`src/rtl/sprite_rom_arbiter.sv`:
```
// Shares one sprite-ROM read port among NREQ requesters: round-robin grant, or fixed priority with SPRITE_ARB_FIXED_PRI_EN.
// gnt is combinational; rom_rd/rom_addr follow one cycle later, rsp_valid/rsp_data 2+ROM_LAT cycles after gnt; no back-pressure.
module sprite_rom_arbiter #(
    parameter int NREQ    = 3,
    parameter int ADDR_W  = 12,
    parameter int DATA_W  = 24,
    parameter int ROM_LAT = 1
) (
    input  logic                   Clk,
    input  logic                   Reset,
    input  logic [NREQ-1:0]        req,
    input  logic [NREQ*ADDR_W-1:0] addr,
    output logic [NREQ-1:0]        gnt,
    output logic [ADDR_W-1:0]      rom_addr,
    output logic                   rom_rd,
    input  logic [DATA_W-1:0]      rom_data,
    output logic [NREQ-1:0]        rsp_valid,
    output logic [DATA_W-1:0]      rsp_data
);

    localparam int PTR_W = (NREQ > 1) ? $clog2(NREQ) : 1;

    logic [ADDR_W-1:0] sel_addr;
    logic              found;
    logic [NREQ-1:0]   tag_pipe [ROM_LAT+1];

`ifndef SPRITE_ARB_FIXED_PRI_EN
    logic [PTR_W-1:0]  ptr;
    logic [PTR_W-1:0]  win;
`endif

    // Search starts at ptr (or at 0 in the fixed-priority build); first requester found wins.
    always_comb begin : grant_search
        int j;
        j        = 0;
        gnt      = '0;
        sel_addr = '0;
        found    = 1'b0;
`ifndef SPRITE_ARB_FIXED_PRI_EN
        win      = '0;
`endif
        if (!Reset) begin
            for (int i = 0; i < NREQ; i++) begin
`ifdef SPRITE_ARB_FIXED_PRI_EN
                j = i;
`else
                j = int'(ptr) + i;
                if (j >= NREQ) begin
                    j = j - NREQ;
                end
`endif
                if (!found && req[j]) begin
                    found    = 1'b1;
                    gnt[j]   = 1'b1;
                    sel_addr = addr[j*ADDR_W +: ADDR_W];
`ifndef SPRITE_ARB_FIXED_PRI_EN
                    win      = PTR_W'(j);
`endif
                end
            end
        end
    end

`ifndef SPRITE_ARB_FIXED_PRI_EN
    always_ff @(posedge Clk) begin
        if (Reset) begin
            ptr <= '0;
        end else if (found) begin
            ptr <= (win == PTR_W'(NREQ - 1)) ? '0 : win + 1'b1;
        end
    end
`endif

    always_ff @(posedge Clk) begin
        if (Reset) begin
            rom_rd   <= 1'b0;
            rom_addr <= '0;
        end else begin
            rom_rd <= found;
            if (found) begin
                rom_addr <= sel_addr;
            end
        end
    end

    // Stage ROM_LAT lines up with the cycle rom_data is valid for the matching read.
    always_ff @(posedge Clk) begin
        if (Reset) begin
            for (int k = 0; k <= ROM_LAT; k++) begin
                tag_pipe[k] <= '0;
            end
        end else begin
            tag_pipe[0] <= gnt;
            for (int k = 1; k <= ROM_LAT; k++) begin
                tag_pipe[k] <= tag_pipe[k-1];
            end
        end
    end

    always_ff @(posedge Clk) begin
        if (Reset) begin
            rsp_valid <= '0;
            rsp_data  <= '0;
        end else begin
            rsp_valid <= tag_pipe[ROM_LAT];
            if (|tag_pipe[ROM_LAT]) begin
                rsp_data <= rom_data;
            end
        end
    end

endmodule

```
`config.mk`:
```
export PLATFORM = sky130hd
export DESIGN_NAME = sprite_rom_arbiter
export DESIGN_NICKNAME = d
export VERILOG_FILES = /design/src/rtl/sprite_rom_arbiter.sv
export SDC_FILE = /design/constraint.sdc
export NUM_CORES = 1
export LEC_CHECK = 0
export BUFFER_PORTS_ARGS = -buffer_cell sky130_fd_sc_hd__buf_4
export CORE_ASPECT_RATIO = 1.75
export CORE_MARGIN = 5
export CORE_UTILIZATION = 35
export CTS_CLUSTER_DIAMETER = 120
export DETAILED_ROUTE_END_ITERATION = 12
export GPL_TIMING_DRIVEN = 1
export SLEW_MARGIN = 20
export SYNTH_ARGS = -nofsm -noshare
export SYNTH_HDL_FRONTEND = slang
export SYNTH_SLANG_ARGS = --single-unit
```
`constraint.sdc`:
```
create_clock -name Clk -period 3.1 [get_ports Clk]
set_clock_uncertainty 0.15 [all_clocks]
set_input_delay 0.31 -clock Clk [delete_from_list [all_inputs] [get_ports Clk]]
set_output_delay 0.31 -clock Clk [all_outputs]
set_load 0.1 [all_outputs]
```
==> results.cfg <==
[synthesis]
synth_ff_type = dfxtp_1
syn_avg_cell_area_um2 = 8.265
syn_nets = 628
netlist_instances = 553
synth_top_area_share_pct = 21.02
synthTopCellsByArea = dfxtp_1, mux4_2, mux2i_1, nand2_1, a21oi_1
yosys.area.top_type = dfxtp_1
synth-seq-cells = 48
synthTopCellsByCount = nand2_1, mux2i_1, a21oi_1
async_reset_ff_share_pct = 0
synth_edf_count = 0
syn_area_um2 = 4571
yosysSeqAreaShare_pct = 21.02
yosysMostFrequentCell = nand2_1
synth_cell_types = 62
yosysWarnings = 0

[grt]
grt_pass1_vias = 4814
grt-ovfl-total = 0
antenna_found_initial = 0
grt_max_degree = 52
grt_pass1_wl_um = 25190
grt_use_total_pct = 20.40

[setup_path]
reg2reg_slack_ns = 0.17
cp.required_ns = 2.64
reg2reg_to = rom_addr[6]$_SDFFE_PP0P_
path_cells = inv_2 -> ha_4 -> buf_2 -> or4b_4 -> a21boi_4 -> or2b_1 -> a31oi_4 -> buf_12
critPathTopFamily = simple AND/OR/NAND/NOR gates
rr_worst_depth = 11
crit-reg2reg-launch = ptr[0]$_SDFFE_PP0P_
crit_start = ptr[1]$_SDFFE_PP0P_
worstSetupEndpointType = primary output
worst-setup-path-type = flop to primary output
cpMaxStageDelayCell = or4b_4
path_buf_inv = 3
cp-start-kind = flop
cp_max_fo = 7
cpPeakStageDelay_ns = 0.53
cp_num_cells = 8
arrival_ns = 2.60
endpoint = gnt[2]

[timing]
setup_viol = 0
worst_pin_slew_ns = 0.7420
setup_slack_ns = 0.03807
fin_hold_ws_ns = 0.1220
min_period_ns = 3.062
worst_slew_margin_rel_pct = 50.54
slew_violations = 0
hold_violations = 0
fin_crit_sh_pct = 98.77
fmax_mhz = 326.6

[clock_network]
cts_buffers = 5
clk_latency_ns = 0.29
root_buffer = clkbuf_16
clk_pin_slew_ns = 0.06
h-tree-depth = 2
clockBufferDepth = 2
cts_tree = yes
cts_sinks = 48

[drt]
dr_wl_met2_um = 8267
vias_per_cell = 5.805
first_pass_iters = 5
wire_per_inst_um = 19.49
routed_wirelength_um = 16160
met1_length_um = 5883
highest_layer = met4
route.vias.total = 4812
ant_nets = 0
drc_errors = 0
dr_wl_met3_um = 1078
drt_iter0_drc = 366

[placement]
placed_cell_area_um2 = 5639
dp_worst_setup_slack_ns = 0.1932
dp_cells = 812
place_congestion = 0.9751
dp_hpwl_um = 12470
io_buffer_count = 107

[power_and_ir_drop]
leakagePower_uw = 0.002315
max-vdd-ir-drop_mv = 0.2386
p_int_uw = 1762
p_comb_share_pct = 57.5
p_clk_share_pct = 19.8
seqPwrFrac_pct = 22.7
switching_share_pct = 45.50
power_switching_uw = 1472
total_power_uw = 3234
power.density_nw_per_um2 = 544.3

[die]
coreArea_um2 = 12870
dieHeight_um = 161.2
io_pins = 108
placementRows = 55
fp.dieW_um = 96.39
die-area_um2 = 15530
start_util_pct = 35.52

[finish]
fin_area_um2 = 5941
finalNonFillerCells = 829
fin_nets = 732
areaGrowthSynthToFinish_pct = 29.98
diodes = 0
drive_gt1_share_pct = 33.13

[worst_hold_path]
hold_path.class = primary input to flop

[outcome]
status = finished, final reports clean

[run]
max_cap_viol_count = 0
worst reg2reg max path: cells and delay by family (launching register included):
| kind | cells | cell delay [ns] |
|---|---|---|
| compound gates | 1 | 0.25 |
| xor+xnor | 1 | 0.22 |
| fa+ha+maj | 3 | 0.84 |
| buf+inv | 1 | 0.15 |
| flops | 1 | 0.32 |
| simple gates | 5 | 0.92 |
repair_timing:
action                     4_1_cts  5_1_grt
cloned                           0        0
buffers inserted                 0        9
hold buffers                     0        0
resized for setup                6       10
pin swaps                        0        5
setup endpoints to repair        3        4
power by group through the flow:
stage / clock [µW] / combinational (µW) / sequential (µW)
6_report: 640 / 1860 / 735
5_1_grt: 682 / 1970 / 741
4_1_cts: 654 / 1820 / 735
3_5_place_dp: 0 / 1810 / 748
3_3_place_gp: 0 / 1790 / 748
2_1_floorplan: 0 / 889 / 1190
through the flow:
step | utilization [%] | TNS [ns]
after floorplan | - | 0
after global placement | 43.82 | 0
after detailed placement | 43.82 | 0
after CTS | 45.43 | 0
after global routing | 46.16 | -0.06138
final | 46.16 | 0
flip-flops by register name (all words and copies together) (netlist names):
register,count
ptr,2
rom_addr,12
rom_rd,1
rsp_data,24
rsp_valid,3
tag_pipe,6
layer usage:
metal | GRT usage, % | up-vias
met3 | 2.610 | 57
met2 | 35.95 | 239
met5 | 0 | -
met1 | 22.80 | 2280
li1 | - | 2236
met4 | 11.69 | 0
layout by cell type (no fill, tap or decap), types with 4 or more instances in the layout:
cell / n
buf_4: 140
nand2_1: 96
mux2i_1: 53
a21oi_1: 48
dfxtp_1: 47
nor2_1: 34
mux4_2: 30
o21ai_0: 23
nor2b_1: 14
nand2b_1: 13
nand3_1: 12
mux2_2: 9
nor3_1: 9
o22ai_1: 8
a31oi_1: 7
a211oi_1: 7
and2_1: 6
inv_1: 6
clkbuf_16: 5
o211ai_1: 4
a311oi_1: 4
ha_1: 4
buf_12: 4
how the worst min path moves through the flow:
stage,startpoint,cells past startpoint,slack [ns],end
floorplan,tag_pipe[0][0]$_SDFF_PP0_,1,0.26,tag_pipe[0][3]$_SDFF_PP0_
global placement,tag_pipe[0][0]$_SDFF_PP0_,1,0.27,tag_pipe[0][3]$_SDFF_PP0_
detailed placement,tag_pipe[0][0]$_SDFF_PP0_,1,0.28,tag_pipe[0][3]$_SDFF_PP0_
CTS,rom_data[11],3,0.11,rsp_data[11]$_SDFFE_PP0P_
global route,rom_data[11],3,0.12,rsp_data[11]$_SDFFE_PP0P_
finish,rom_data[11],3,0.12,rsp_data[11]$_SDFFE_PP0P_
layout make-up:
class                           instances  area, µm²
Clock inverter                          2      38.79
Tap cell                              171      214.0
Fill cell                            1271       6928
Multi-Input combinational cell        447       3403
Timing Repair Buffer                  146       1147
Sequential cell                        48      964.7
Inverter                                9      33.78
Clock buffer                            6      138.9
kinds of logic after synthesis:
family,Yosys count,synth area share (%)
fa+ha+maj,10,3.066
xor+xnor,1,0.1917
compound gates,135,18.78
buf+inv,58,6.734
flops,48,21.02
mux,92,28.61
other cells,1,0.08205
simple gates,208,21.52
No activity file was read; power rests on OpenSTA's default activity.
